### src/rtl/saa_video_tx_if.sv
// Pixel-side bus of the SAA7111A-style transmitter: frame buffer read port,
// field controls and the timed YCbCr output.
interface saa_video_tx_if;
   logic        en;
   logic        bank_sel;
   logic        rd_en;
   logic [15:0] rd_addr;
   logic [15:0] rd_data;
   logic        href;
   logic        vref;
   logic        odd;
   logic [15:0] vpo;
   logic        frame_irq;

   modport master (
      input  en, bank_sel, rd_data,
      output rd_en, rd_addr, href, vref, odd, vpo, frame_irq
   );

   modport slave (
      output en, bank_sel, rd_data,
      input  rd_en, rd_addr, href, vref, odd, vpo, frame_irq
   );
endinterface

### src/rtl/saa_video_tx.sv
// SAA7111A-style interlaced transmitter: timing generator, 4x/2x upscaling
// frame buffer reader and RGB565 to YCbCr 4:2:2 conversion, 3-clock latency.
module saa_video_tx #(
   parameter int H_ACTIVE     = 720,
   parameter int H_TOTAL      = 858,
   parameter int V_START      = 20,
   parameter int V_ACTIVE     = 240,
   parameter int V_TOTAL_ODD  = 263,
   parameter int V_TOTAL_EVEN = 262,
   parameter int IMG_W        = 180
) (
   input  logic           clk_llc2,
   input  logic           resetx,
   saa_video_tx_if.master bus
);

   localparam logic [9:0]  H_LAST   = 10'(H_TOTAL - 1);
   localparam logic [9:0]  H_ACT    = 10'(H_ACTIVE);
   localparam logic [8:0]  V_FIRST  = 9'(V_START);
   localparam logic [8:0]  V_END    = 9'(V_START + V_ACTIVE);
   localparam logic [8:0]  VO_LAST  = 9'(V_TOTAL_ODD - 1);
   localparam logic [8:0]  VE_LAST  = 9'(V_TOTAL_EVEN - 1);
   localparam logic [14:0] ROW_STEP = 15'(IMG_W);
   localparam logic [15:0] BLANK    = 16'h1080;

   localparam logic signed [17:0] K_YR = 18'sd66;
   localparam logic signed [17:0] K_YG = 18'sd129;
   localparam logic signed [17:0] K_YB = 18'sd25;
   localparam logic signed [17:0] K_UR = -18'sd38;
   localparam logic signed [17:0] K_UG = -18'sd74;
   localparam logic signed [17:0] K_UB = 18'sd112;
   localparam logic signed [17:0] K_VR = 18'sd112;
   localparam logic signed [17:0] K_VG = -18'sd94;
   localparam logic signed [17:0] K_VB = -18'sd18;

   function automatic logic signed [17:0] u8(input logic [7:0] x);
      return $signed({10'd0, x});
   endfunction

   // Round-to-nearest of the weighted sum, then arithmetic divide by 256.
   function automatic logic signed [17:0] scale(input logic signed [17:0] a,
                                                input logic signed [17:0] b,
                                                input logic signed [17:0] c);
      logic signed [17:0] s;
      s = a + b + c + 18'sd128;
      return s >>> 8;
   endfunction

   function automatic logic [7:0] sat8(input logic signed [17:0] v,
                                       input logic signed [17:0] lo,
                                       input logic signed [17:0] hi);
      if (v < lo)      return lo[7:0];
      else if (v > hi) return hi[7:0];
      else             return v[7:0];
   endfunction

   logic [9:0]  h_cnt_q, h_cnt_d;
   logic [8:0]  v_cnt_q, v_cnt_d;
   logic        field_q, field_d;
   logic [14:0] row_base_q, row_base_d, off_c;
   logic        bank_q, en_q;
   logic [15:0] addr_q, rd_addr_c;
   logic        h_wrap, v_wrap, line0, act0, fstart, rd_en0;
   logic        wrap_q;

   logic        rd_en_p1_q, act_p1_q, line_p1_q, fld_p1_q, ph_p1_q, irq_p1_q;
   logic [15:0] pix_q, pix_c;
   logic [7:0]  r8, g8, b8;

   logic signed [17:0] yr_p2_q, yg_p2_q, yb_p2_q;
   logic signed [17:0] ur_p2_q, ug_p2_q, ub_p2_q;
   logic signed [17:0] vr_p2_q, vg_p2_q, vb_p2_q;
   logic        act_p2_q, line_p2_q, fld_p2_q, ph_p2_q, irq_p2_q;

   logic [7:0]  y_c, cb_c, cr_c;
   logic [15:0] vpo_d, vpo_q;
   logic        href_q, vref_q, odd_q, irq_q;

   // Stage 0: raster counters, active region and read address.
   assign h_wrap = (h_cnt_q == H_LAST);
   assign v_wrap = h_wrap && (v_cnt_q == (field_q ? VO_LAST : VE_LAST));
   assign line0  = (v_cnt_q >= V_FIRST) && (v_cnt_q < V_END);
   assign act0   = line0 && (h_cnt_q < H_ACT);
   assign fstart = (h_cnt_q == 10'd0) && (v_cnt_q == 9'd0) && field_q;

   always_comb begin
      h_cnt_d = h_wrap ? 10'd0 : h_cnt_q + 10'd1;
      v_cnt_d = v_cnt_q;
      if (h_wrap)
         v_cnt_d = v_wrap ? 9'd0 : v_cnt_q + 9'd1;
      field_d = field_q ^ v_wrap;
   end

   // Each frame buffer row feeds two output lines; advance after the second.
   always_comb begin
      row_base_d = row_base_q;
      if (!line0)
         row_base_d = '0;
      else if (h_wrap && (v_cnt_q[0] ^ V_FIRST[0]))
         row_base_d = row_base_q + ROW_STEP;
   end

   assign rd_en0    = act0 && en_q && (h_cnt_q[1:0] == 2'b00);
   assign off_c     = row_base_q + {7'd0, h_cnt_q[9:2]};
   assign rd_addr_c = rd_en0 ? {bank_q, off_c} : addr_q;

   // Stage 1: hold the fetched word for all four output clocks of the pixel.
   assign pix_c = rd_en_p1_q ? bus.rd_data : pix_q;
   assign r8    = {pix_c[15:11], pix_c[15:13]};
   assign g8    = {pix_c[10:5],  pix_c[10:9]};
   assign b8    = {pix_c[4:0],   pix_c[4:2]};

   // Stage 3: sum, offset, clip, chroma phase select and blanking.
   assign y_c  = sat8(scale(yr_p2_q, yg_p2_q, yb_p2_q) + 18'sd16,  18'sd16, 18'sd235);
   assign cb_c = sat8(scale(ur_p2_q, ug_p2_q, ub_p2_q) + 18'sd128, 18'sd16, 18'sd240);
   assign cr_c = sat8(scale(vr_p2_q, vg_p2_q, vb_p2_q) + 18'sd128, 18'sd16, 18'sd240);
   assign vpo_d = (act_p2_q && line_p2_q && en_q) ? {y_c, ph_p2_q ? cr_c : cb_c} : BLANK;

   always_ff @(posedge clk_llc2 or negedge resetx) begin
      if (!resetx) begin
         h_cnt_q    <= '0;
         v_cnt_q    <= '0;
         field_q    <= 1'b1;
         row_base_q <= '0;
         bank_q     <= 1'b0;
         en_q       <= 1'b0;
         addr_q     <= '0;
         wrap_q     <= 1'b0;
         rd_en_p1_q <= 1'b0;
         act_p1_q   <= 1'b0;
         line_p1_q  <= 1'b0;
         fld_p1_q   <= 1'b0;
         ph_p1_q    <= 1'b0;
         irq_p1_q   <= 1'b0;
         pix_q      <= '0;
         yr_p2_q    <= '0;
         yg_p2_q    <= '0;
         yb_p2_q    <= '0;
         ur_p2_q    <= '0;
         ug_p2_q    <= '0;
         ub_p2_q    <= '0;
         vr_p2_q    <= '0;
         vg_p2_q    <= '0;
         vb_p2_q    <= '0;
         act_p2_q   <= 1'b0;
         line_p2_q  <= 1'b0;
         fld_p2_q   <= 1'b0;
         ph_p2_q    <= 1'b0;
         irq_p2_q   <= 1'b0;
         vpo_q      <= BLANK;
         href_q     <= 1'b0;
         vref_q     <= 1'b0;
         odd_q      <= 1'b0;
         irq_q      <= 1'b0;
      end else begin
         h_cnt_q    <= h_cnt_d;
         v_cnt_q    <= v_cnt_d;
         field_q    <= field_d;
         row_base_q <= row_base_d;
         addr_q     <= rd_addr_c;
         wrap_q     <= v_wrap && !field_q;
         if (fstart) begin
            bank_q <= bus.bank_sel;
            en_q   <= bus.en;
         end
         rd_en_p1_q <= rd_en0;
         act_p1_q   <= act0;
         line_p1_q  <= line0;
         fld_p1_q   <= field_q;
         ph_p1_q    <= h_cnt_q[0];
         irq_p1_q   <= wrap_q;
         pix_q      <= pix_c;
         yr_p2_q    <= K_YR * u8(r8);
         yg_p2_q    <= K_YG * u8(g8);
         yb_p2_q    <= K_YB * u8(b8);
         ur_p2_q    <= K_UR * u8(r8);
         ug_p2_q    <= K_UG * u8(g8);
         ub_p2_q    <= K_UB * u8(b8);
         vr_p2_q    <= K_VR * u8(r8);
         vg_p2_q    <= K_VG * u8(g8);
         vb_p2_q    <= K_VB * u8(b8);
         act_p2_q   <= act_p1_q;
         line_p2_q  <= line_p1_q;
         fld_p2_q   <= fld_p1_q;
         ph_p2_q    <= ph_p1_q;
         irq_p2_q   <= irq_p1_q;
         vpo_q      <= vpo_d;
         href_q     <= act_p2_q;
         vref_q     <= line_p2_q;
         odd_q      <= fld_p2_q;
         irq_q      <= irq_p2_q;
      end
   end

   assign bus.rd_en     = rd_en0;
   assign bus.rd_addr   = rd_addr_c;
   assign bus.href      = href_q;
   assign bus.vref      = vref_q;
   assign bus.odd       = odd_q;
   assign bus.vpo       = vpo_q;
   assign bus.frame_irq = irq_q;

endmodule

### src/flat_wrapper.sv
// flat-port wrapper written by rule: the top's interface ports become plain ports
module saa_video_tx_flat 
#(
   parameter int H_ACTIVE     = 720,
   parameter int H_TOTAL      = 858,
   parameter int V_START      = 20,
   parameter int V_ACTIVE     = 240,
   parameter int V_TOTAL_ODD  = 263,
   parameter int V_TOTAL_EVEN = 262,
   parameter int IMG_W        = 180
)
  (clk_llc2, resetx, bus_en, bus_bank_sel, bus_rd_data, bus_rd_en, bus_rd_addr, bus_href, bus_vref, bus_odd, bus_vpo, bus_frame_irq);
  saa_video_tx_if bus_i ();
  input  logic clk_llc2;
  input  logic resetx;
  input wire logic [$bits(bus_i.en)-1:0] bus_en;
  input wire logic [$bits(bus_i.bank_sel)-1:0] bus_bank_sel;
  input wire logic [$bits(bus_i.rd_data)-1:0] bus_rd_data;
  output wire logic [$bits(bus_i.rd_en)-1:0] bus_rd_en;
  output wire logic [$bits(bus_i.rd_addr)-1:0] bus_rd_addr;
  output wire logic [$bits(bus_i.href)-1:0] bus_href;
  output wire logic [$bits(bus_i.vref)-1:0] bus_vref;
  output wire logic [$bits(bus_i.odd)-1:0] bus_odd;
  output wire logic [$bits(bus_i.vpo)-1:0] bus_vpo;
  output wire logic [$bits(bus_i.frame_irq)-1:0] bus_frame_irq;
  assign bus_i.en = bus_en;
  assign bus_i.bank_sel = bus_bank_sel;
  assign bus_i.rd_data = bus_rd_data;
  assign bus_rd_en = bus_i.rd_en;
  assign bus_rd_addr = bus_i.rd_addr;
  assign bus_href = bus_i.href;
  assign bus_vref = bus_i.vref;
  assign bus_odd = bus_i.odd;
  assign bus_vpo = bus_i.vpo;
  assign bus_frame_irq = bus_i.frame_irq;
  saa_video_tx #(.H_ACTIVE(H_ACTIVE), .H_TOTAL(H_TOTAL), .V_START(V_START), .V_ACTIVE(V_ACTIVE), .V_TOTAL_ODD(V_TOTAL_ODD), .V_TOTAL_EVEN(V_TOTAL_EVEN), .IMG_W(IMG_W)) u_core (.clk_llc2(clk_llc2), .resetx(resetx), .bus(bus_i));
endmodule
### config.mk
export PLATFORM = sky130hd
export DESIGN_NAME = saa_video_tx_flat
export DESIGN_NICKNAME = d
export VERILOG_FILES = /design/src/rtl/saa_video_tx_if.sv /design/src/rtl/saa_video_tx.sv /design/src/flat_wrapper.sv
export SDC_FILE = /design/constraint.sdc
export NUM_CORES = 1
export LEC_CHECK = 0
export ABC_AREA = 1
export CAP_MARGIN = 40
export CORE_MARGIN = 2
export CORE_UTILIZATION = 60
export CTS_BUF_LIST = sky130_fd_sc_hd__clkbuf_4
export CTS_CLUSTER_DIAMETER = 80
export DETAILED_ROUTE_END_ITERATION = 10
export GPL_TIMING_DRIVEN = 0
export PLACE_DENSITY = 0.78
export RECOVER_POWER = 25
export SYNTH_ARGS = -nofsm -noshare
export SYNTH_HDL_FRONTEND = slang
export SYNTH_SLANG_ARGS = --single-unit
### constraint.sdc
create_clock -name clk_llc2 -period 7.3 [get_ports clk_llc2]
set_input_delay 1.46 -clock clk_llc2 [delete_from_list [all_inputs] [get_ports clk_llc2]]
set_output_delay 1.46 -clock clk_llc2 [all_outputs]
set_load 0.005 [all_outputs]
==> results by group, run 1 <==
Outcome
  • Outcome: finished, violations left
  • Failing checks: max-capacitance violations, max-slew violations

CTS
  • CTS tree: done
  • Postcts setup bufs: 0
  • Clock Path Buffers: 2
  • H-tree depth: 4
  • Clk Latency, worst-skew pair: 0.62 ns
  • Root Driver: clkbuf_4
  • Post-CTS Hold Fix Bufs: 0
  • Reg clk slew, reported paths: 0.22 ns
  • CTS buffer count: 17
  • Number of clock sinks: 195
  • Post-cts resize count: 0

Synth
  • Post-synth design cell area: 16600 sq um
  • Syn Nets: 2358
  • Yosys reg bits: 195
  • Most used flip-flop cell after synthesis: dfrtp_1
  • Post-synth EDFFs: 0
  • Seq/Total Area, Yosys: 29.3%
  • Mean post-synth cell area: 8.49 sq um
  • Synth warn: 0
  • Netlist cell types: 44
  • Mapped Cells: 1960
  • Async SR Flop Fraction: 100%

Route
  • DRC: 0
  • WL/cell: 15.2 microns
  • Routed vias/inst: 5.26
  • Routed Antenna Nets: 0
  • Routed WL: 36900 microns
  • DR pass1 iterations: 5
  • First DRT Iteration DRCs: 959
  • Routed via count: 12800

Timing
  • Achievable Freq: 0.164 GHz
  • Final min period: 6.10 ns
  • Final Skew: 0.0338 ns
  • Final setup violation count: 0
  • Relative slew slack: -162%
  • Slew Limit Fails: 72
  • Worst-Margin Slew: 3.93 ns
  • RSZ-0062 raised after global routing: no
  • Fin. Hold Viols: 0
  • Fin crit share: 83.6%

Critical path
  • R2r setup slk: 1.21 ns
  • Worst-path cell chain: clkdlybuf4s50_1 -> or2_2 -> o21ai_0 -> inv_1 -> ha_1 -> inv_1 -> fa_1 -> fa_1 -> fa_1 -> ha_1 -> a21oi_1 -> o21ai_0 -> a21oi_1 -> o21ai_0 -> a21oi_1 -> nor2_1 -> nor2_1 -> xor2_1
  • Worst-path fanout max: 10
  • FF-to-FF Start: u_core.rd_en_p1_q
  • Cells on worst reg2reg path: 20
  • CP required: 7.83 ns
  • R2r endpoint: u_core.ug_p2_q[16]
  • Crit end category: flip-flop
  • Slowest-stage cell, CP: fa_1
  • Worst setup endpoint: u_core.ug_p2_q[16]
  • Crit path launch: bus_rd_data[10]
  • Crit Path Class: input pin to flip-flop
  • Worst path max stage delay: 0.54 ns
  • Crit path DAT: 6.63 ns
  • CP startpoint kind: input pin

Die
  • Die Area: 29100 sq um
  • CORE AREA: 27100 sq um
  • Site Rows: 60
  • Initial Util: 61.4%
  • Ports: 57
  • Die Ht: 171 microns
  • Die X: 171 microns

GRT
  • GRT overflow: 0
  • Overall global routing resource usage: 26.8%
  • Initial antenna violation count: 1
  • Largest net degree at the start of global routing: 125
  • First-pass GRT wire length: 61100 microns
  • Vias in the first global route: 12400

Power and ir drop
  • IR drop worst, VDD: 0.129 mV
  • Total power: 1810 uW
  • Leakage: 0.0103 uW
  • Power density over the cells: 99.9 nW/um^2

Placed design
  • Placed cell count: 2395
  • Global placement routability congestion: 0.902
  • Post-DP HPWL: 30400 microns
  • Buffers on Ports: 56

Flow run
  • Max Cap Violations: 1

Layout
  • Final Util: 66.7%
  • Layout Cells excl Fill: 2430
  • Net count, final: 2441
  • Most frequent cells in the layout: 432 x inv_1, 349 x nand2_1, 286 x ha_1
  • Area Growth Syn to Fin: 8.57%
  • Proportion of layout cells with a drive suffix above 1: 4.67%
  • Most common cell after layout, fill and taps aside: inv_1

Hold path
  • HP Class: flip-flop to flip-flop
worst min-delay path by stage:
stage                     startpoint                    to  slack (ns)  cells after the start
global route         u_core.fld_p2_q        u_core.bus.odd        0.37                      0
finish               u_core.fld_p2_q        u_core.bus.odd        0.35                      0
global placement    u_core.line_p1_q      u_core.line_p2_q        0.33                      0
floorplan            u_core.act_p1_q       u_core.act_p2_q        0.33                      0
CTS                  u_core.fld_p2_q        u_core.bus.odd        0.35                      0
detailed placement   u_core.irq_p2_q  u_core.bus.frame_irq        0.34                      0
per-stage QoR:
| stage | area (sq um) | hold slack [ns] | setup slack, ns | TNS (ns) |
|---|---|---|---|---|
| final | 18100 | 0.346 | 1.20 | 0 |
| after CTS | 18100 | 0.353 | 1.31 | 0 |
| after detailed placement | 17700 | 0.341 | 0.631 | 0 |
| after global routing | 18100 | 0.370 | 0.875 | 0 |
| after floorplan | 16600 | 0.331 | 1.52 | 0 |
| after global placement | 17700 | 0.333 | -3.17 | -604.22 |
logic make-up (layout without fill, tap and decap cells):
family	after synthesis	count (layout)	synth area share (%)
and+or+nand+nor	650	650	17.0
adders and majority gates	378	378	32.6
other	0	2	0
DFF	195	195	29.3
muxes	2	2	0.135
AOI/OAI and AO/OA	216	216	7.03
buffers and inverters	444	540	10.0
xor gates and xnor gates	75	75	3.95
worst max-delay path, delay by kind of cell:
family                   cells  cell delay [ns]
adder cells (fa/ha/maj)      5             2.33
AND/OR/NAND/NOR              3             0.52
AO/OA/AOI/OAI                6             1.14
buffers and inverters        3             0.92
XOR/XNOR                     1             0.27
per-layer routing:
metal	vias up	GRT usage (%)	routed length [microns]
li1	6313	-	-
met1	6100	38.7	17500
met2	305	42.4	16800
met3	62	3.45	1760
met4	0	8.21	881
met5	-	0	0
cell usage after synthesis, drive strengths merged (18+ instances only):
cell | number | share of area (%)
inv | 436 | 9.8
nand2 | 364 | 8.6
ha | 286 | 22
dfrtp | 192 | 29
nor2 | 136 | 3.1
a21oi | 113 | 3.5
fa | 92 | 11
nand3 | 80 | 2.4
o21ai | 78 | 2.4
xor2 | 57 | 3.0
nor3 | 25 | 0.96
xnor2 | 18 | 0.95
registers in the layout, summed over array words and instances, names as in the netlist, 8 cells and up:
name / flops
u_core.yg_p2_q: 8
u_core.row_base_q: 13
u_core.ur_p2_q: 13
u_core.h_cnt_q: 10
u_core.vb_p2_q: 13
u_core.vg_p2_q: 12
u_core.yb_p2_q: 10
u_core.pix_q: 15
u_core.ub_p2_q: 9
u_core.addr_q: 16
u_core.bus.vpo: 16
u_core.v_cnt_q: 9
u_core.ug_p2_q: 15
u_core.vr_p2_q: 10
report_power, final:
part	internal [uW]	switching [uW]
clock network	191	498
logic	10.7	22.7
registers	1080	0.530
area by class of cell:
class                      instances  area (sq um)
fill                            2229          9030
inverter                         437          1640
clock buffer                      17           128
clock inverter                    15           238
antenna                            2          5.00
buffer                             7          27.5
timing repair buffer              64           622
tap                              372           465
multi-input combinational       1321         10100
sequential                       195          4880
Note: power is estimated with default switching activity, not from simulation.
==> inputs of run 2 (changes only) <==
- CORE_UTILIZATION: 60 -> 58
- PLACE_DENSITY: 0.78 -> 0.79
- clock period: 7.3 -> 5.6 ns (I/O delays scaled with it)
==> results by group, run 2 (synthesized netlist as in run 1, its figures left out) <==
Critical path
  • Cells on worst reg2reg path: 24
  • CP startpoint kind: input pin
  • Worst-path cell chain: clkdlybuf4s50_1 -> or2_2 -> o21ai_1 -> inv_1 -> ha_1 -> inv_1 -> fa_1 -> inv_1 -> ha_1 -> ha_1 -> ha_1 -> a21oi_1 -> o21ai_0 -> a21oi_1 -> o21ai_0 -> a21oi_1 -> nor2_1 -> nor2_1 -> xor2_1
  • Worst-path fanout max: 9
  • Worst path max stage delay: 0.51 ns
  • CP required: 6.16 ns
  • Cell family with most CP delay: adder cells
  • Crit end category: flip-flop
  • Slowest-stage cell, CP: fa_1
  • CP Buf/Inv Count: 4
  • Crit Path Class: input pin to flip-flop
  • Worst path most repeated cell: ha_1
  • R2r endpoint: u_core.ur_p2_q[16]
  • FF-to-FF Start: u_core.rd_en_p1_q
  • Crit path DAT: 5.94 ns
  • R2r setup slk: 0.22 ns

Die
  • Die Area: 30100 sq um
  • Die Ht: 173 microns
  • Site Rows: 62
  • Ports: 57
  • Initial Util: 58.5%
  • CORE AREA: 28500 sq um
  • Die X: 173 microns

Hold path
  • WHS Endpoint: u_core.fld_p2_q
  • HP Class: flip-flop to flip-flop
  • Hold path cells: 0
  • Worst Hold Launch: u_core.fld_p1_q

Outcome
  • Outcome: finished, violations left
  • Failing checks: max-capacitance violations, max-slew violations

GRT
  • Largest net degree at the start of global routing: 111
  • Initial antenna violation count: 1
  • GRT overflow: 0
  • Vias in the first global route: 12800
  • Overall global routing resource usage: 25.2%
  • First-pass GRT wire length: 60500 microns

CTS
  • Reg clk slew, reported paths: 0.23 ns
  • H-tree depth: 4
  • CTS buffer count: 17
  • Clock Path Buffers: 2
  • Root Driver: clkbuf_4
  • Number of clock sinks: 195
  • Clk Latency, worst-skew pair: 0.64 ns
  • CTS tree: done
  • Post-CTS Hold Fix Bufs: 0

Layout
  • Layout Cells excl Fill: 2452
  • Proportion of layout cells with a drive suffix above 1: 5.90%
  • Most common cell after layout, fill and taps aside: inv_1
  • Design area: 18200 sq um
  • Most frequent cells in the layout: 425 x inv_1, 348 x nand2_1, 286 x ha_1
  • Area Growth Syn to Fin: 9.38%
  • Net count, final: 2452
  • Fill count: 2399

Timing
  • Hold Slack: 0.381 ns
  • Slew Limit Fails: 110
  • Achievable Freq: 0.186 GHz
  • Final min period: 5.38 ns
  • Worst-Margin Slew: 2.75 ns
  • Final Skew: 0.0437 ns
  • Fin. Hold Viols: 0
  • Relative slew slack: -83.6%
  • Fin crit share: 96.1%
  • Final setup margin: 0.219 ns
  • Final setup violation count: 0

Route
  • WL/cell: 15.0 microns
  • First DRT Iteration DRCs: 774
  • Routed Antenna Nets: 0
  • DR pass1 iterations: 6
  • Routed vias/inst: 5.25
  • Routed via count: 12900
  • DRC: 0
  • Routed WL: 36800 microns

Power and ir drop
  • Power density over the cells: 129 nW/um^2
  • Leakage: 0.0103 uW
  • IR drop worst, VDD: 0.163 mV

Placed design
  • Dpl ws: -0.776 ns
  • Global placement routability congestion: 0.912
  • Post-DP Area: 17800 sq um
  • Post-DP HPWL: 30400 microns
  • Buffers on Ports: 56
  • Placed cell count: 2410

Flow run
  • Max Cap Violations: 1
[run 2: metrics by stage]
step	setup TNS, ns	utilization, %	power, uW
global route	-0.0112	63.9	2440
finish	0	63.9	2360
detailed placement	-5.71	62.4	1480
floorplan	0	-	1440
global placement	-860.60	62.1	1480
CTS	0	63.8	2390
[run 2: repair_timing]
action                     CTS  global route
resized for setup            6             6
setup endpoints to repair    9             5
buffers inserted             3             7
[run 2: worst max path at each step]
stage	endpoint	start	cells after the start	slack (ns)
final	u_core.ug_p2_q[16]	bus_rd_data[9]	19	0.22
after CTS	u_core.ur_p2_q[14]	u_core.rd_en_p1_q	23	0.02
after detailed placement	u_core.ur_p2_q[14]	bus_rd_data[14]	22	-0.78
after floorplan	u_core.ur_p2_q[14]	bus_rd_data[15]	20	0.16
after global routing	u_core.vb_p2_q[16]	u_core.rd_en_p1_q	24	-0.01
after global placement	u_core.addr_q[11]	resetx	1	-4.41
[run 2: worst register-to-register path, cell delays in order, from the launching register on]
cell,delay [ns]
dfrtp_2,0.51
inv_1,0.18
clkbuf_1,0.28
or2_2,0.35
o21ai_2,0.14
buf_2,0.26
clkinvlp_4,0.15
ha_1,0.29
inv_1,0.07
fa_1,0.53
inv_1,0.07
fa_1,0.55
inv_1,0.05
ha_1,0.32
ha_1,0.30
nand3_1,0.06
nand2_1,0.11
nand2_1,0.06
nand2_1,0.06
a21oi_1,0.09
o31ai_1,0.36
a21oi_1,0.11
nor2_1,0.10
nor2_1,0.05
xor2_1,0.23
[run 2: final cells by class]
cell class              instances  area [sq um]  share of cell area, %
multi-input cells            1321         10100                   55.5
flip-flops and latches        195          4880                   26.8
inverters                     437          1650                   9.05
repair buffers                 76           711                   3.90
well taps                     384           480                   2.64
clock inverters                15           231                   1.27
clock buffers                  17           128                  0.701
plain buffers                   6          23.8                  0.131
diodes                          1          2.50                 0.0137
[run 2: per-layer routing]
layer	global-route usage (%)	up-vias	routed length, microns
met5	0	-	0
met4	10.6	0	1480
met3	4.34	83	1960
met2	43.0	340	17700
met1	31.8	6122	15600
li1	-	6339	-
[run 2: power by group]
group,switching [uW],total (uW),leakage [uW],internal [uW]
Sequential,0.555,1410,0.00249,1410
Combinational,30.7,44.7,0.00762,14.0
Clock,648,900,0.000185,252
Total,680,2360,0.0103,1680
==> inputs of run 3 (changes only) <==
- ABC_AREA: 1 -> default
- GPL_TIMING_DRIVEN: 0 -> 1
==> results by group, run 3 <==
GRT
  • Vias in the first global route: 11500
  • Largest net degree at the start of global routing: 111
  • Overall global routing resource usage: 24.7%
  • GRT overflow: 0
  • First-pass GRT wire length: 55500 microns
  • Initial antenna violation count: 2

Synth
  • Post-synth top cells: 316 x inv_1, 286 x ha_1, 192 x dfrtp_1
  • Yosys reg bits: 195
  • Mapped Cells: 1562
  • Synth top area share: 30.3%
  • Post-synth design cell area: 15800 sq um
  • Post-synth EDFFs: 0
  • Syn Nets: 1960
  • Cell accounting for the most synthesized area: dfrtp_1
  • Synth warn: 0
  • Seq/Total Area, Yosys: 30.8%
  • Netlist cell types: 78
  • Async SR Flop Fraction: 100%
  • Dominant cells by area after synthesis: dfrtp_1 30%, ha_1 23%, fa_1 12%
  • Mean post-synth cell area: 10.1 sq um
  • Most numerous cell in the Yosys netlist: inv_1
  • Most used flip-flop cell after synthesis: dfrtp_1

Route
  • DR pass1 iterations: 5
  • Routed Antenna Nets: 0
  • Routed vias/inst: 5.44
  • Routed WL: 33300 microns
  • First DRT Iteration DRCs: 558
  • DRC: 0
  • WL/cell: 16.6 microns
  • Routed via count: 10900

CTS
  • Clock Path Buffers: 2
  • CTS buffer count: 17
  • Reg clk slew, reported paths: 0.21 ns
  • Clk Latency, worst-skew pair: 0.62 ns
  • Number of clock sinks: 195
  • Root Driver: clkbuf_4
  • Postcts setup bufs: 0
  • CTS tree: done
  • H-tree depth: 4

Die
  • Initial Util: 59.0%
  • Ports: 57
  • CORE AREA: 26900 sq um
  • Die Area: 28700 sq um
  • Die X: 169 microns
  • Site Rows: 60
  • Die Ht: 169 microns

Critical path
  • CP startpoint kind: flip-flop
  • Crit path DAT: 3.95 ns
  • Worst-path fanout max: 19
  • Crit Path Class: flip-flop to output port
  • Crit end category: output port
  • CP required: 4.48 ns

Timing
  • Fin. Hold Viols: 0
  • Final Skew: 0.0355 ns
  • Relative slew slack: -79.8%
  • Slew Limit Fails: 111
  • Hold Slack: 0.366 ns
  • Final setup violation count: 0
  • Worst-Margin Slew: 2.70 ns
  • Final setup margin: 0.530 ns
  • Achievable Freq: 0.197 GHz
  • Fin crit share: 90.5%
  • Fin Setup TNS: 0 ns
  • Final min period: 5.07 ns
  • RSZ-0062 raised after global routing: no

Power and ir drop
  • Total power: 2300 uW
  • Leakage: 0.00926 uW
  • IR drop worst, VDD: 0.135 mV
  • Power density over the cells: 132 nW/um^2

Hold path
  • HP Class: input pin to async pin

Layout
  • Area Growth Syn to Fin: 9.48%
  • Most frequent cells in the layout: 316 x inv_1, 286 x ha_1, 192 x dfrtp_1
  • Net count, final: 2052
  • Fill count: 2152
  • Most common cell after layout, fill and taps aside: inv_1
  • Proportion of layout cells with a drive suffix above 1: 5.70%

Placed design
  • Post-DP HPWL: 27500 microns
  • Global placement routability congestion: 0.885
  • Dpl ws: 0.0475 ns
  • Buffers on Ports: 56

Outcome
  • Failing checks: max-capacitance violations, max-slew violations
  • Outcome: finished, violations left

Flow run
  • Max Cap Violations: 1
-- run 3: cell count changes after synthesis, sizes merged, moves of 22 or more --
cell	before	now
nor2	136	48
nand3	80	28
o21bai	6	29
xnor2	18	75
inv	436	317
a21oi	113	90
a21o	5	27
o21ai	78	51
nand2	364	69
-- run 3: layer usage --
metal / vias up / part of all wire, % / global-route usage (%)
met4: 0 / 3.3 / 8.58
met2: 211 / 51 / 44.2
met3: 55 / 4.4 / 4.52
li1: 5355 / - / -
met5: - / 0 / 0
met1: 5302 / 41 / 29.9
-- run 3: area by class of cell --
| type | count | area (sq um) | share of cell area [%] |
|---|---|---|---|
| Sequential cell | 195 | 4880 | 28.1 |
| Tap cell | 341 | 427 | 2.46 |
| Clock buffer | 17 | 128 | 0.736 |
| Clock inverter | 15 | 205 | 1.18 |
| Inverter | 317 | 1190 | 6.86 |
| Antenna cell | 1 | 2.50 | 0.0144 |
| Multi-Input combinational cell | 1034 | 9710 | 56.0 |
| Timing Repair Buffer | 89 | 800 | 4.61 |
-- run 3: cell families (layout without fill, tap and decap cells) --
| group | after synthesis | count (layout) | synth area share, % |
|---|---|---|---|
| other cells | 0 | 1 | 0 |
| fa+ha+maj | 378 | 378 | 34.2 |
| compound gates | 268 | 268 | 10.9 |
| buf+inv | 333 | 438 | 7.91 |
| mux | 17 | 17 | 1.11 |
| xor+xnor | 129 | 129 | 7.25 |
| flops | 195 | 195 | 30.8 |
| simple gates | 242 | 242 | 7.79 |
-- run 3: path summary, 6_finish.rpt --
| kind | cells after the start | start | slack [ns] | end |
|---|---|---|---|---|
| worst max-delay path | 10 | u_core.v_cnt_q[6] | 0.53 | bus_rd_addr[7] |
| worst min-delay path | 1 | resetx | 0.37 | u_core.bus.vpo[6] |
| worst max register to register | 20 | u_core.rd_en_p1_q | 0.56 | u_core.ur_p2_q[16] |
| worst min register to register | 0 | u_core.fld_p1_q | 0.38 | u_core.fld_p2_q |
| max in group asynchronous | 3 | resetx | 2.17 | u_core.ug_p2_q[4] |
| min in group clk_llc2 | 0 | u_core.fld_p1_q | 0.38 | u_core.fld_p2_q |
-- run 3: through the flow --
step	utilization, %	instances	instance area [sq um]
CTS	64.6	2008	17400
finish	64.5	2009	17300
global route	64.5	2009	17300
global placement	63.3	1975	17000
detailed placement	63.4	1976	17000
floorplan	-	1562	15800
-- run 3: power by group --
group / internal (uW) / total (uW) / switching, uW
clock network: 232 / 845 / 612
registers: 1410 / 1410 / 0
logic: 12.4 / 42.0 / 29.6
total: 1650 / 2300 / 642
-- run 3: worst max-delay path, stage by stage (launching register included) --
cell,delay [ns]
dfrtp_1,0.47
or3_1,0.40
or3_1,0.37
o21ai_0,0.17
o31ai_1,0.09
buf_4,0.20
a21oi_1,0.20
nand3_2,0.34
buf_4,0.29
o21ai_0,0.25
clkdlybuf4s50_1,0.56
-- run 3: what timing repair did --
| item | in CTS | in global routing |
|---|---|---|
| endpoints found under the setup margin | 0 | 6 |
| hold buffers | 0 | 0 |
| gates resized for setup | 0 | 1 |
